--- config.mk ---
export PLATFORM = sky130hd
export DESIGN_NAME = connected_run_tracker
export DESIGN_NICKNAME = d
export VERILOG_FILES = /design/src/rtl/connected_run_tracker.sv
export SDC_FILE = /design/constraint.sdc
export NUM_CORES = 1
export LEC_CHECK = 0
export ABC_AREA = 1
export ABC_CLOCK_PERIOD_IN_PS = 4950
export CAP_MARGIN = 20
export CORE_UTILIZATION = 45
export DETAILED_ROUTE_END_ITERATION = 8
export PLACE_DENSITY = 0.66
export REMOVE_ABC_BUFFERS = 1
export SYNTH_ARGS = -nofsm -noshare
export SYNTH_HDL_FRONTEND = slang
export SYNTH_SLANG_ARGS = --single-unit
--- constraint.sdc ---
create_clock -name i_clk -period 4.95 [get_ports i_clk]
set_input_delay 0.7425 -clock i_clk [delete_from_list [all_inputs] [get_ports i_clk]]
set_output_delay 0.7425 -clock i_clk [all_outputs]
set_load 0.005 [all_outputs]
--- src/rtl/connected_run_tracker.sv ---
// Connected-domain run tracker: classifies 2x3 pixel blocks, follows each run through a
// six-state FSM and emits one registered segment record per qualifying closed run.
module connected_run_tracker #(
    parameter int X_W     = 11,
    parameter int MIN_LEN = 4,
    parameter int MAX_GAP = 2
) (
    input  logic           i_clk,
    input  logic           i_rst,
    input  logic           i_block_valid,
    input  logic [5:0]     i_block,
    input  logic           i_eol,
    input  logic           i_hard_mode,
    output logic           o_seg_valid,
    input  logic           i_seg_ready,
    output logic [X_W-1:0] o_seg_x_start,
    output logic [X_W-1:0] o_seg_x_end,
    output logic [X_W-1:0] o_seg_len,
    output logic           o_seg_hard,
    output logic [2:0]     o_state,
    output logic           o_overflow
);

    localparam int             GAP_W = (MAX_GAP < 2) ? 1 : $clog2(MAX_GAP + 1);
    localparam int             LEN_W = X_W + 1;
    localparam logic [X_W-1:0] X_MAX = '1;

    typedef enum logic [2:0] {
        DETECT        = 3'd0,
        START         = 3'd1,
        CONNECT       = 3'd2,
        PRE_DISC      = 3'd3,
        HARD_CONNECT  = 3'd4,
        HARD_PRE_DISC = 3'd5
    } state_e;

    state_e           state_q, state_d;
    logic [X_W-1:0]   x_q, x_d;
    logic [X_W-1:0]   xs_q, xs_d;
    logic [X_W-1:0]   last_q, last_d;
    logic [GAP_W-1:0] gap_q, gap_d;
    logic             hard_lat_q, hard_lat_d;
    logic             hard_seen_q, hard_seen_d;

    logic             seg_valid_q, seg_valid_d;
    logic [X_W-1:0]   seg_xs_q, seg_xs_d;
    logic [X_W-1:0]   seg_xe_q, seg_xe_d;
    logic [X_W-1:0]   seg_len_q, seg_len_d;
    logic             seg_hard_q, seg_hard_d;
    logic             overflow_q, overflow_d;

    logic             cls_ds, cls_sc, cls_tpd, cls_pds;
    logic             cls_thc, cls_hcpd, cls_hpdc, cls_hpds;
    logic             gap_ok, close_run, keep_run;
    logic [LEN_W-1:0] run_len;

    assign cls_ds   = (i_block == 6'b111100) || (i_block == 6'b111101);
    assign cls_sc   = (i_block == 6'b111000) || (i_block == 6'b111001);
    assign cls_tpd  = ({i_block[5], i_block[4], i_block[2], i_block[1]} == 4'b1101);
    assign cls_pds  = ({i_block[5], i_block[2], i_block[1]} == 3'b111);
    assign cls_thc  = ({i_block[3], i_block[1]} == 2'b00);
    assign cls_hcpd = (i_block[2:1] == 2'b01);
    assign cls_hpdc = (i_block[2:1] == 2'b10);
    assign cls_hpds = (i_block[2:1] == 2'b11);
    assign gap_ok   = (gap_q < GAP_W'(MAX_GAP));

    always_ff @(posedge i_clk) begin
        // NOTE: non-blocking assignments so every flop samples the pre-edge values of the others.
        if (i_rst) begin
            state_q     <= DETECT;
            x_q         <= '0;
            xs_q        <= '0;
            last_q      <= '0;
            gap_q       <= '0;
            hard_lat_q  <= 1'b0;
            hard_seen_q <= 1'b0;
            seg_valid_q <= 1'b0;
            seg_xs_q    <= '0;
            seg_xe_q    <= '0;
            seg_len_q   <= '0;
            seg_hard_q  <= 1'b0;
            overflow_q  <= 1'b0;
        end else begin
            state_q     <= state_d;
            x_q         <= x_d;
            xs_q        <= xs_d;
            last_q      <= last_d;
            gap_q       <= gap_d;
            hard_lat_q  <= hard_lat_d;
            hard_seen_q <= hard_seen_d;
            seg_valid_q <= seg_valid_d;
            seg_xs_q    <= seg_xs_d;
            seg_xe_q    <= seg_xe_d;
            seg_len_q   <= seg_len_d;
            seg_hard_q  <= seg_hard_d;
            overflow_q  <= overflow_d;
        end
    end

    always_comb begin
        // NOTE: every target gets a default first, so no path through the case infers a latch.
        state_d     = state_q;
        x_d         = x_q;
        xs_d        = xs_q;
        last_d      = last_q;
        gap_d       = gap_q;
        hard_lat_d  = hard_lat_q;
        hard_seen_d = hard_seen_q;
        close_run   = 1'b0;

        if (i_block_valid) begin
            unique case (state_q)
                DETECT: begin
                    if (cls_ds) begin
                        state_d     = START;
                        xs_d        = x_q;
                        hard_lat_d  = i_hard_mode;
                        hard_seen_d = 1'b0;
                    end
                end
                START: begin
                    if (cls_sc) begin
                        state_d = CONNECT;
                        last_d  = x_q;
                    end else begin
                        state_d = DETECT;
                    end
                end
                CONNECT: begin
                    if (hard_lat_q && cls_thc) begin
                        state_d     = HARD_CONNECT;
                        hard_seen_d = 1'b1;
                        last_d      = x_q;
                    end else if (cls_tpd) begin
                        state_d = PRE_DISC;
                        gap_d   = GAP_W'(1);
                    end else begin
                        last_d = x_q;
                    end
                end
                PRE_DISC: begin
                    if (cls_ds) begin
                        state_d = CONNECT;
                        last_d  = x_q;
                    end else if (cls_pds && gap_ok) begin
                        gap_d = gap_q + GAP_W'(1);
                    end else begin
                        close_run = 1'b1;
                    end
                end
                HARD_CONNECT: begin
                    if (cls_hcpd) begin
                        state_d = HARD_PRE_DISC;
                        gap_d   = GAP_W'(1);
                    end else begin
                        last_d = x_q;
                    end
                end
                HARD_PRE_DISC: begin
                    if (cls_hpdc) begin
                        state_d = HARD_CONNECT;
                        last_d  = x_q;
                    end else if (cls_hpds && gap_ok) begin
                        gap_d = gap_q + GAP_W'(1);
                    end else begin
                        close_run = 1'b1;
                    end
                end
                default: state_d = DETECT;
            endcase

            if (close_run) begin
                state_d = DETECT;
            end

            // End of line forces any open run closed; a half-started run is simply dropped.
            if (i_eol && (state_d != DETECT)) begin
                close_run = (state_d != START);
                state_d   = DETECT;
            end

            if (i_eol) begin
                x_d = '0;
            end else if (x_q != X_MAX) begin
                x_d = x_q + X_W'(1);
            end
        end
    end

    always_comb begin
        run_len     = {1'b0, last_d} - {1'b0, xs_q} + LEN_W'(1);
        keep_run    = close_run && (run_len >= LEN_W'(MIN_LEN));
        seg_valid_d = seg_valid_q;
        seg_xs_d    = seg_xs_q;
        seg_xe_d    = seg_xe_q;
        seg_len_d   = seg_len_q;
        seg_hard_d  = seg_hard_q;
        overflow_d  = overflow_q;

        // A held record is never overwritten; a record arriving while blocked is lost.
        if (keep_run) begin
            if (!seg_valid_q || i_seg_ready) begin
                seg_valid_d = 1'b1;
                seg_xs_d    = xs_q;
                seg_xe_d    = last_d;
                seg_len_d   = run_len[X_W-1:0];
                seg_hard_d  = hard_seen_d;
            end else begin
                overflow_d = 1'b1;
            end
        end else if (seg_valid_q && i_seg_ready) begin
            seg_valid_d = 1'b0;
        end
    end

    always_comb begin
        o_state       = state_q;
        o_seg_valid   = seg_valid_q;
        o_seg_x_start = seg_xs_q;
        o_seg_x_end   = seg_xe_q;
        o_seg_len     = seg_len_q;
        o_seg_hard    = seg_hard_q;
        o_overflow    = overflow_q;
    end

endmodule

# [Word-level counts from Yosys, hierarchy flattened]
# Index checks and enable logic that the tools add are counted.
[totals] reg_bits=76 in_bits=12 out_inout_bits=39 elab_cells=110
[op_classes] addsub=4 order_cmp=2 n_eq_ne=24 n_mux=44 bitwise_logic=1 n_reduce_logical=22
[ops] cell="11-bit two-way mux" n=9
[ops] cell="11-bit one-hot mux with 5 select lines" n=1
[ops] cell="3-bit two-way mux" n=9
[ops] cell="6-bit equality test (second input constant)" n=4
[ops] cell="3-bit one-hot mux with 6 select lines" n=1
[ops] cell="2-bit two-way mux" n=8
[ops] cell="2-bit != test (second input constant)" n=7
[ops] cell="1-bit two-way mux" n=13
[ops] cell="12-bit by 1-bit adder with 12-bit output (second input constant)" n=1
[ops] cell="12-bit by 3-bit >= comparator with 1-bit output (second input constant)" n=1
[ops] cell="11-bit by 11-bit subtractor with 12-bit output" n=1
[ops] cell="11-bit by 1-bit adder with 11-bit output (second input constant)" n=1
[ops] cell="11-bit != test (second input constant)" n=1
[ops] cell="3-bit equality test (second input constant)" n=3
[ops] cell="9-bit AND reduction" n=1
[ops] cell="2-bit one-hot mux with 4 select lines" n=1
[ops] cell="2-bit AND reduction" n=4
[ops] cell="3-bit by 2-bit equality test with 1-bit output (second input constant)" n=2
[ops] cell="1-bit logical AND" n=6
[ops] cell="2-bit equality test (second input constant)" n=2
[ops] cell="4-bit equality test (second input constant)" n=1
[ops] cell="1-bit one-hot mux with 2 select lines" n=2
[ops] cell="2-bit nonzero test" n=2
[ops] cell="4-bit nonzero test" n=1
[ops] cell="other kinds (13)" n=15

# [Depth between registers and ports, before layout]
# Gate-level depths: netlist of run 1.
[logic_depth] depth_word=15 mapped_depth=30

# [Worst setup path after synthesis of run 1]
# No wires, ideal clock.
[synth_path] kind="input-to-reg" startpoint="input i_block[2]" endpoint="register seg_hard_q, in the netlist o_seg_hard" setup_time_ns=0.113 arrival_ns=3.850 slack_ns=0.988 stages=25 cell_sequence="inv_1 -> nand2_1 -> o21ai_0 -> nand4_1 -> a31o_2 -> nand2_1 -> inv_1 -> ha_1 -> inv_1 -> fa_1 -> inv_1 -> nand2_1 -> nand2_1 -> nand3_1 -> nand2_1 -> nand2_1 -> nand2_1 -> nand2_1 -> nand2_1 -> nor2_1 -> nand2_1 -> nand3_4 -> buf_2 -> nor2_1 -> nor2_1"
[synth_between] word_cells_on_any_way=50 classes_between="2 x add/sub; 1 x order compare; 10 x eq/ne; 29 x mux; 8 x reduce/logical"
[synth_rtl] element="start: declaration" line_no="11" source="input logic [5:0] i_block,"
[synth_rtl] element="4-bit equality test, or another cell as far along" line_no="59" source="assign cls_tpd = ({i_block[5], i_block[4], i_block[2], i_block[1]} == 4'b1101);"
[synth_rtl] element="11-bit two-way mux, or another cell as far along" line_no="134" source="end else if (cls_tpd) begin"
[synth_rtl] element="11-bit two-way mux, on equally long branches" line_no="130, 122, 142"
[synth_rtl] element="11-bit one-hot mux with 5 select lines (*)" line_no="112" source="unique case (state_q)"
[synth_rtl] element="11-bit two-way mux (*)" line_no="111" source="if (i_block_valid) begin"
[synth_rtl] element="via last_d[2]" line_no="40" source="logic [X_W-1:0] last_q, last_d;"
[synth_rtl] element="11-bit by 11-bit subtractor with 12-bit output (*)" line_no="191" source="run_len = {1'b0, last_d} - {1'b0, xs_q} + LEN_W'(1);"
[synth_rtl] element="12-bit by 1-bit adder with 12-bit output (*)" line_no="191"
[synth_rtl] element="12-bit by 3-bit >= comparator with 1-bit output (*)" line_no="192" source="keep_run = close_run && (run_len >= LEN_W'(MIN_LEN));"
[synth_rtl] element="1-bit logical AND (*)" line_no="192"
[synth_rtl] element="2-bit AND reduction (no line) (*)"
[synth_rtl] element="end signal: assignment" line_no="95" source="seg_hard_q <= seg_hard_d;"
[synth_rtl] element="end: declaration" line_no="49" source="logic seg_hard_q, seg_hard_d;"
# The timed path passes the listed nets; every way through them passes the cells marked *. The select of a mux whose other input is x is not followed.
# A chain may end at the register's enable or synchronous reset.

# [Worst setup path after layout of run 1]
[layout_path] startpoint="input i_block[1]" endpoint="register seg_xs_q[3], in the netlist o_seg_x_start[3]"
[layout_between] word_cells_on_any_way=49 classes_between="2 x add/sub; 1 x order compare; 10 x eq/ne; 26 x mux; 10 x reduce/logical"
[layout_rtl] element="4-bit equality test, or another cell as far along" line_no="59"
[layout_rtl] element="11-bit two-way mux, or another cell as far along" line_no="134"
[layout_rtl] element="11-bit two-way mux, on equally long branches" line_no="130, 122, 142"
[layout_rtl] element="11-bit one-hot mux with 5 select lines (*)" line_no="112"
[layout_rtl] element="11-bit two-way mux (*)" line_no="111"
[layout_rtl] element="via last_d[2]" line_no="40"
[layout_rtl] element="11-bit by 11-bit subtractor with 12-bit output (*)" line_no="191"
[layout_rtl] element="12-bit by 1-bit adder with 12-bit output (*)" line_no="191"
[layout_rtl] element="12-bit by 3-bit >= comparator with 1-bit output (*)" line_no="192"
[layout_rtl] element="1-bit logical AND (*)" line_no="192"
[layout_rtl] element="2-bit AND reduction (no line) (*)"
[layout_rtl] element="end signal: assignment" line_no="92" source="seg_xs_q <= seg_xs_d;"
[layout_rtl] element="end: declaration" line_no="46" source="logic [X_W-1:0] seg_xs_q, seg_xs_d;"
# Marks and branches as above.

==> out/summary.txt, run 1 <==
Reg-to-reg critical path startpoint: o_state[1]
Flop pwr share: 0.517
Simple-Gate Fraction of Synth Area: 0.349
CP Launch Type: input pin
Die area: 10100 um^2
Post-synthesis cell count: 695
RSZ-0062 raised after global routing: false
Fin Hold WS: 0.466 ns
Vias in the first global route: 3916
Post-synth EDFFs: 0
XOR/XNOR Fraction of Synth Area: 0.00599
Predominant post-synthesis flop cell: dfxtp_1
Max Cap Viol: 0
Antenna violations before repair: 0
Switching share of total power: 0.259
Synth warn: 0
I/O Buffers: 49
Lkg Pwr: 2.65 nW
Max-slew violation count: 0
WS Path Type: in2reg
Placed Instance Area: 5110 um^2
Placed insts: 875
Finished Cell Area: 5300 um^2
Combinational Power Share: 0.070
TNS Setup: 0 ns
CORE AREA: 9330 um^2
Area growth syn-to-layout: 21.0%
Register bit total from synthesis: 76
Gpl congestion: 0.849
Non-filler cells, final: 891
Antenna Nets Post-Route: 0
Initial Util: 0.470
Slack of the critical path: 0.441 ns
Synthesized cell area: 4380 um^2
Detailed Place HPWL: 8.02 mm
GR peak layer: met2
Cell variety after synth: 32
Max Fanout on Critical Path: 33
Worst Setup End Kind: flop
Vias: 4256
H-tree depth: 3
Met1 Resource Use GR: 0.302
Fmax: 0.222 GHz
Crit path from: i_block[1]
Largest net degree at the start of global routing: 34
# diodes: 0
Final hold vios: 0
Count of final setup violators: 0
Total power: 1.19 mW
Least-Margin Pin Slew: 1.03 ns
Global route overflow: 0
Die Y: 101 um
Resize count post-CTS: 0
Switch Pwr: 309 uW
Row cnt: 35
Die W: 101 um
Pwr Density: 224 nW/um^2
Mux cell area share after synthesis: 0
# Post-CTS Setup Buffers: 0
Worst EP required: 5.23 ns
Average wire per standard cell: 11.9 um
Worst-Skew Late Latency: 0.36 ns
DR DRC count: 0
Grt met2 use: 0.368
CTS max path bufs: 2
Adder-cell share of the synthesized area: 0.0674
Synth Area in Compound Gates: 0.104
Seq/Total Area, Yosys: 0.347
Fin crit share: 0.911
Clock sink total: 76
First-pass GRT wire length: 17.8 mm
Final min period: 4.51 ns
Cts bufs inserted: 9
First DRT Iteration DRCs: 154
Type of the worst min-delay path: reg2reg
Num ports: 51
Status: finished, final reports clean
Clock transition at path regs: 0.08 ns
CTS root buf: clkbuf_8
Final WL: 10.6 mm
GRT Util Overall: 0.224
Layout cell share with drive strength beyond 1: 0.0682
HP Start: o_overflow
Fin util: 0.569
Clock power frac: 0.412
Nets: 792
Max-slew headroom: 0.314
Internal: 881 uW
Drt first pass iters: 6
Syn Area/Cell: 6.31 um^2
Peak VDD IR: 111 uV
Post-synth ARST share: 0
Vias/cell: 4.78
Final setup skew: 0.0201 ns
Hold_buf cts: 0
Dpl ws: 0.131 ns
Arrival time worst endpoint: 4.79 ns
CTS tree: built
Largest family of logic cells by synthesized area: simple AND/OR/NAND/NOR gates
Met3 Use GR: 0.0374
==> path summary, 6_finish.rpt <==
path | endpoint | slack, ns | cells past startpoint
worst max-delay path | o_seg_x_start[3] | 0.44 | 26
worst min-delay path | o_overflow | 0.47 | 2
worst max register to register | o_seg_x_start[3] | 0.80 | 27
worst min register to register | o_overflow | 0.47 | 2
==> cell type report <==
| class | instances | area, um^2 |
|---|---|---|
| Fill cell | 948 | 4020 |
| Multi-Input combinational cell | 480 | 2310 |
| Sequential cell | 76 | 1520 |
| Timing Repair Buffer | 68 | 658 |
| Inverter | 122 | 458 |
| Tap cell | 129 | 161 |
| Clock buffer | 9 | 124 |
| Clock inverter | 7 | 73.8 |
==> power by group through the flow <==
stage / sequential (mW) / combinational [mW] / clock [mW]
2_1_floorplan: 0.629 / 0.0473 / 0
3_3_place_gp: 0.630 / 0.0826 / 0
3_5_place_dp: 0.630 / 0.0838 / 0
4_1_cts: 0.616 / 0.0842 / 0.504
5_1_grt: 0.616 / 0.0940 / 0.528
6_report: 0.616 / 0.0837 / 0.490
==> synthesized netlist by cell type (all sizes together) (2+ instances only) <==
cell	number	area, um^2
ha	22	275
a211oi	4	30.0
nand3	38	203
xor2	3	26.3
nor3	6	35.0
nor2	117	459
a31o	2	17.5
nand2	193	727
a21oi	43	226
o21bai	2	15.0
clkbuf	11	41.3
inv	121	454
o21ai	31	155
nand4	12	75.1
buf	6	55.1
dfxtp	76	1520
nand3b	2	15.0
==> critical path: stages <==
cell	delay, ns
clkdlybuf4s50_1	0.57
nand2_1	0.09
o21ai_0	0.38
nand4_1	0.33
a31o_2	0.29
nand2_1	0.07
inv_1	0.08
ha_1	0.32
inv_1	0.06
fa_1	0.43
inv_1	0.09
nand2_1	0.06
nand2_1	0.10
nand3_1	0.10
nand2_1	0.09
nand2_1	0.07
nand2_1	0.07
nand2_1	0.05
nand2_1	0.10
nor2_1	0.06
nand2_1	0.11
nand3_4	0.11
buf_12	0.19
nand2_1	0.06
nand2_1	0.04
nor2_1	0.12
==> cell usage in the layout (no fill, tap or decap), types with 2 or more instances in the layout <==
cell type	synthesis	layout
buf_4	0	17
buf_12	0	2
a31o_2	2	2
nand2_1	192	192
nor2_2	2	2
clkinv_2	0	2
inv_6	0	2
inv_1	114	114
a21oi_1	42	42
dfxtp_1	76	76
nand3_1	37	37
o21ai_1	2	2
clkbuf_8	0	9
o21bai_1	2	2
nand4_1	12	12
o21ai_0	29	29
ha_1	22	22
nor2_4	2	2
nor3_1	5	5
inv_2	7	7
a211oi_1	4	4
nand3b_1	2	2
nor2_1	113	113
xor2_1	3	3
clkdlybuf4s50_1	0	49
==> cells by family after synthesis <==
logic type | count (synthesis)
AO/OA/AOI/OAI | 84
XOR/XNOR | 3
adder cells (fa/ha/maj) | 23
buffers and inverters | 139
flip-flops | 76
AND/OR/NAND/NOR | 370
==> registers in the layout, summed over array words and instances (netlist names) <==
| register | flops |
|---|---|
| xs_q | 11 |
| gap_q | 2 |
| hard_seen_q | 1 |
| hard_lat_q | 1 |
| o_state | 3 |
| o_seg_len | 11 |
| o_seg_x_start | 11 |
| o_seg_hard | 1 |
| o_seg_valid | 1 |
| o_seg_x_end | 11 |
| o_overflow | 1 |
| x_q | 11 |
| last_q | 11 |
==> routing by layer <==
layer	part of all wire	vias to the layer above
li1	-	2274
met1	0.51	1895
met2	0.44	75
met3	0.037	12
met4	0.015	0
met5	0	-
(Power assumes the default switching activity.)
==> inputs of run 2 (changes only) <==
--- a/config.mk
+++ b/config.mk
@@ -7,7 +7,7 @@
 export LEC_CHECK = 0
 export ABC_AREA = 1
 export ABC_CLOCK_PERIOD_IN_PS = 4950
-export CAP_MARGIN = 20
+export CAP_MARGIN = 0
 export CORE_UTILIZATION = 45
 export DETAILED_ROUTE_END_ITERATION = 8
 export PLACE_DENSITY = 0.66
==> results of run 2 <==
Same layout as run 1: the final DEF is identical, and so are final timing and power.
==> inputs of run 3 (changes only) <==
--- a/config.mk
+++ b/config.mk
@@ -8,10 +8,13 @@
 export ABC_AREA = 1
 export ABC_CLOCK_PERIOD_IN_PS = 4950
 export CAP_MARGIN = 0
-export CORE_UTILIZATION = 45
+export CELL_PAD_IN_SITES_DETAIL_PLACEMENT = 0
+export CELL_PAD_IN_SITES_GLOBAL_PLACEMENT = 1
+export CORE_UTILIZATION = 39
 export DETAILED_ROUTE_END_ITERATION = 8
-export PLACE_DENSITY = 0.66
+export PLACE_DENSITY_LB_ADDON = 0.1
 export REMOVE_ABC_BUFFERS = 1
+export SLEW_MARGIN = 0
 export SYNTH_ARGS = -nofsm -noshare
 export SYNTH_HDL_FRONTEND = slang
 export SYNTH_SLANG_ARGS = --single-unit
==> run 3 against run 2 <==
Power grew 10%; sequential power about the same; utilization decreased by 7.9 points; setup slack better by 0.051 ns; critical path type unchanged.
==> out/summary.txt, run 3 (synthesis gave the netlist of run 1 again) <==
Status: finished, final reports clean
Clock transition at path regs: 0.08 ns (about the same)
Cts bufs inserted: 9 (unchanged)
HP Start: o_overflow
Clock power frac: 0.469 (+0.057)
Switch Pwr: 305 uW (-1.2%)
Least-Margin Pin Slew: 0.983 ns (-0.0449 ns)
Num ports: 51 (unchanged)
First DRT Iteration DRCs: 191 (+24%)
Vias/cell: 4.69 (-1.9%)
Max-slew headroom: 0.343 (+0.0288)
Hold Path Cell Cnt: 2 (unchanged)
Layout cell share with drive strength beyond 1: 0.0621 (-0.00615)
Average wire per standard cell: 12.2 um (+2.6%)
CTS root buf: clkbuf_8
Dpl ws: 0.0814 ns (-0.0501 ns)
Worst Setup End Kind: flop
Flop pwr share: 0.469 (-0.048)
Detailed Place HPWL: 8.28 mm (+3.2%)
Max-slew violation count: 0 (unchanged)
Gpl congestion: 0.852 (+0.39%)
Slack of the critical path: 0.493 ns (+0.0515 ns)
Final setup skew: 0.0103 ns (-0.00977 ns)
Fin crit share: 0.900 (-0.0104)
CP Launch Type: input pin
Crit Reg-Reg Endpoint: o_seg_x_start[3]
Die W: 108 um (+7.3%)
Vias in the first global route: 3820 (-2.5%)
CTS max path bufs: 2 (unchanged)
H-tree depth: 3 (unchanged)
Worst EP required: 5.22 ns (about the same)
Lkg Pwr: 2.65 nW (about the same)
Most common cell after layout, fill and taps aside: nand2_1
# diodes: 0 (unchanged)
Die Y: 108 um (+7.3%)
I/O Buffers: 49 (unchanged)
Row cnt: 38 (+8.6%)
Final min period: 4.46 ns (-0.0515 ns)
CTS tree: built
Commonest cells after routing, fill and taps aside: 192 x nand2_1, 114 x inv_1, 113 x nor2_1
WS Path Type: in2reg
Worst Hold End: o_overflow
Area growth syn-to-layout: 21.6%
Resize count post-CTS: 0 (unchanged)
Drt first pass iters: 4 (-2)
Fmax: 0.224 GHz (+1.2%)
Max Fanout on Critical Path: 48 (+45%)
Vias: 4204 (-1.2%)
First-pass GRT wire length: 18.3 mm (+2.8%)
CORE AREA: 10900 um^2 (+17%)
Peak VDD IR: 185 uV (+67%)
Hold_buf cts: 0 (unchanged)
RSZ-0062 raised after global routing: false
Final WL: 10.9 mm (+3.3%)
Fin Hold WS: 0.453 ns (-0.0134 ns)
Global route overflow: 0 (unchanged)
Largest net degree at the start of global routing: 49 (+44%)
Nets: 787 (-0.63%)
Switching share of total power: 0.232 (-0.0270)
DR DRC count: 0 (unchanged)
Seq. cell area: 1520 um^2 (unchanged)
Pwr Density: 246 nW/um^2 (+9.8%)
Max Cap Viol: 0 (unchanged)
Initial Util: 0.403 (-0.0673)
TNS Setup: 0 ns (unchanged)
Type of the worst min-delay path: reg2reg
Filler Cells Inserted: 1147 (+21%)
Total power: 1.31 mW (+10%)
Fin util: 0.489 (-0.0792)
Combinational Power Share: 0.062 (-0.008)
Reg-to-reg critical path startpoint: o_state[1]
Antenna violations before repair: 0 (unchanged)
Multi-input logic area: 2310 um^2 (unchanged)
R2R cell count: 26 (-3.7%)
GRT Util Overall: 0.202 (-0.0217)
Flop-to-flop setup slack: 0.93 ns (+0.13 ns)
Arrival time worst endpoint: 4.72 ns (-0.07 ns)
Internal: 1.01 mW (+14%)
Clock sink total: 76 (unchanged)
# Post-CTS Setup Buffers: 0 (unchanged)
Worst-Skew Late Latency: 0.37 ns (about the same)
Die area: 11700 um^2 (+15%)
Final hold vios: 0 (unchanged)
Antenna Nets Post-Route: 0 (unchanged)
Count of final setup violators: 0 (unchanged)
==> run 3: changes by cell type in the layout (fill, tap and decap cells not counted) <==
cell        before  now
clkbuf_8         9   11
buf_12           2    1
clkinvlp_4       1    0
clkinv_4         1    2
clkinv_2         2    0
buf_4           17   13
bufinv_16        1    3
inv_6            2    0
==> run 3: worst max-delay path, cell delays in order <==
cell	delay [ns]
clkdlybuf4s50_1	0.57
nand2_1	0.14
o21ai_0	0.36
nand3_1	0.17
nand2_1	0.09
a21oi_1	0.06
nor2_1	0.21
ha_1	0.27
inv_1	0.06
ha_1	0.23
inv_1	0.08
fa_1	0.38
inv_1	0.08
nand2_1	0.05
nand2_1	0.09
nand3_1	0.09
nand2_1	0.09
nand2_1	0.06
nand2_1	0.11
nand3_1	0.09
nor2_1	0.09
nand2_1	0.10
nand3_4	0.09
buf_12	0.22
nand2_1	0.08
nand2_1	0.06
nor2_1	0.04
==> run 3: layout make-up <==
type	instances	share of cell area
Clock inverter	5	0.0202
Inverter	122	0.0859
Clock buffer	11	0.0284
Tap cell	140	0.0329
Sequential cell	76	0.286
Timing Repair Buffer	63	0.114
Multi-Input combinational cell	480	0.433
==> run 3: how the worst max path moves through the flow <==
stage / from / slack [ns] / end
floorplan: i_block_valid / 0.74 / o_seg_x_end[3]
global placement: i_block[1] / 0.11 / o_seg_x_end[7]
detailed placement: i_block[1] / 0.08 / o_seg_x_start[3]
CTS: i_block[1] / 0.47 / o_seg_x_start[3]
global route: i_block[1] / 0.05 / o_seg_x_end[5]
finish: i_block[1] / 0.49 / o_seg_x_start[3]
==> run 3: metrics by stage <==
| step | cells | instance area, um^2 |
|---|---|---|
| after global routing | 897 | 5330 |
| final | 897 | 5330 |
| after CTS | 897 | 5330 |
| after global placement | 881 | 5070 |
| after floorplan | 678 | 4290 |
| after detailed placement | 881 | 5070 |
==> run 3: layer usage <==
metal	part of all wire	vias to the layer above	wire length [um]	GRT usage
met4	0.016	0	176	0.0832
met1	0.52	1842	5650	0.281
met5	0	-	0	0
li1	-	2276	-	-
met2	0.43	71	4660	0.311
met3	0.040	15	435	0.0313
==> run 3: power by group through the flow <==
stage	sequential [mW]	clock, mW	combinational [mW]
final	0.616	0.616	0.0811
after CTS	0.616	0.637	0.0821
after detailed placement	0.630	0	0.0816
after floorplan	0.629	0	0.0473
after global placement	0.630	0	0.0815
after global routing	0.616	0.661	0.0935
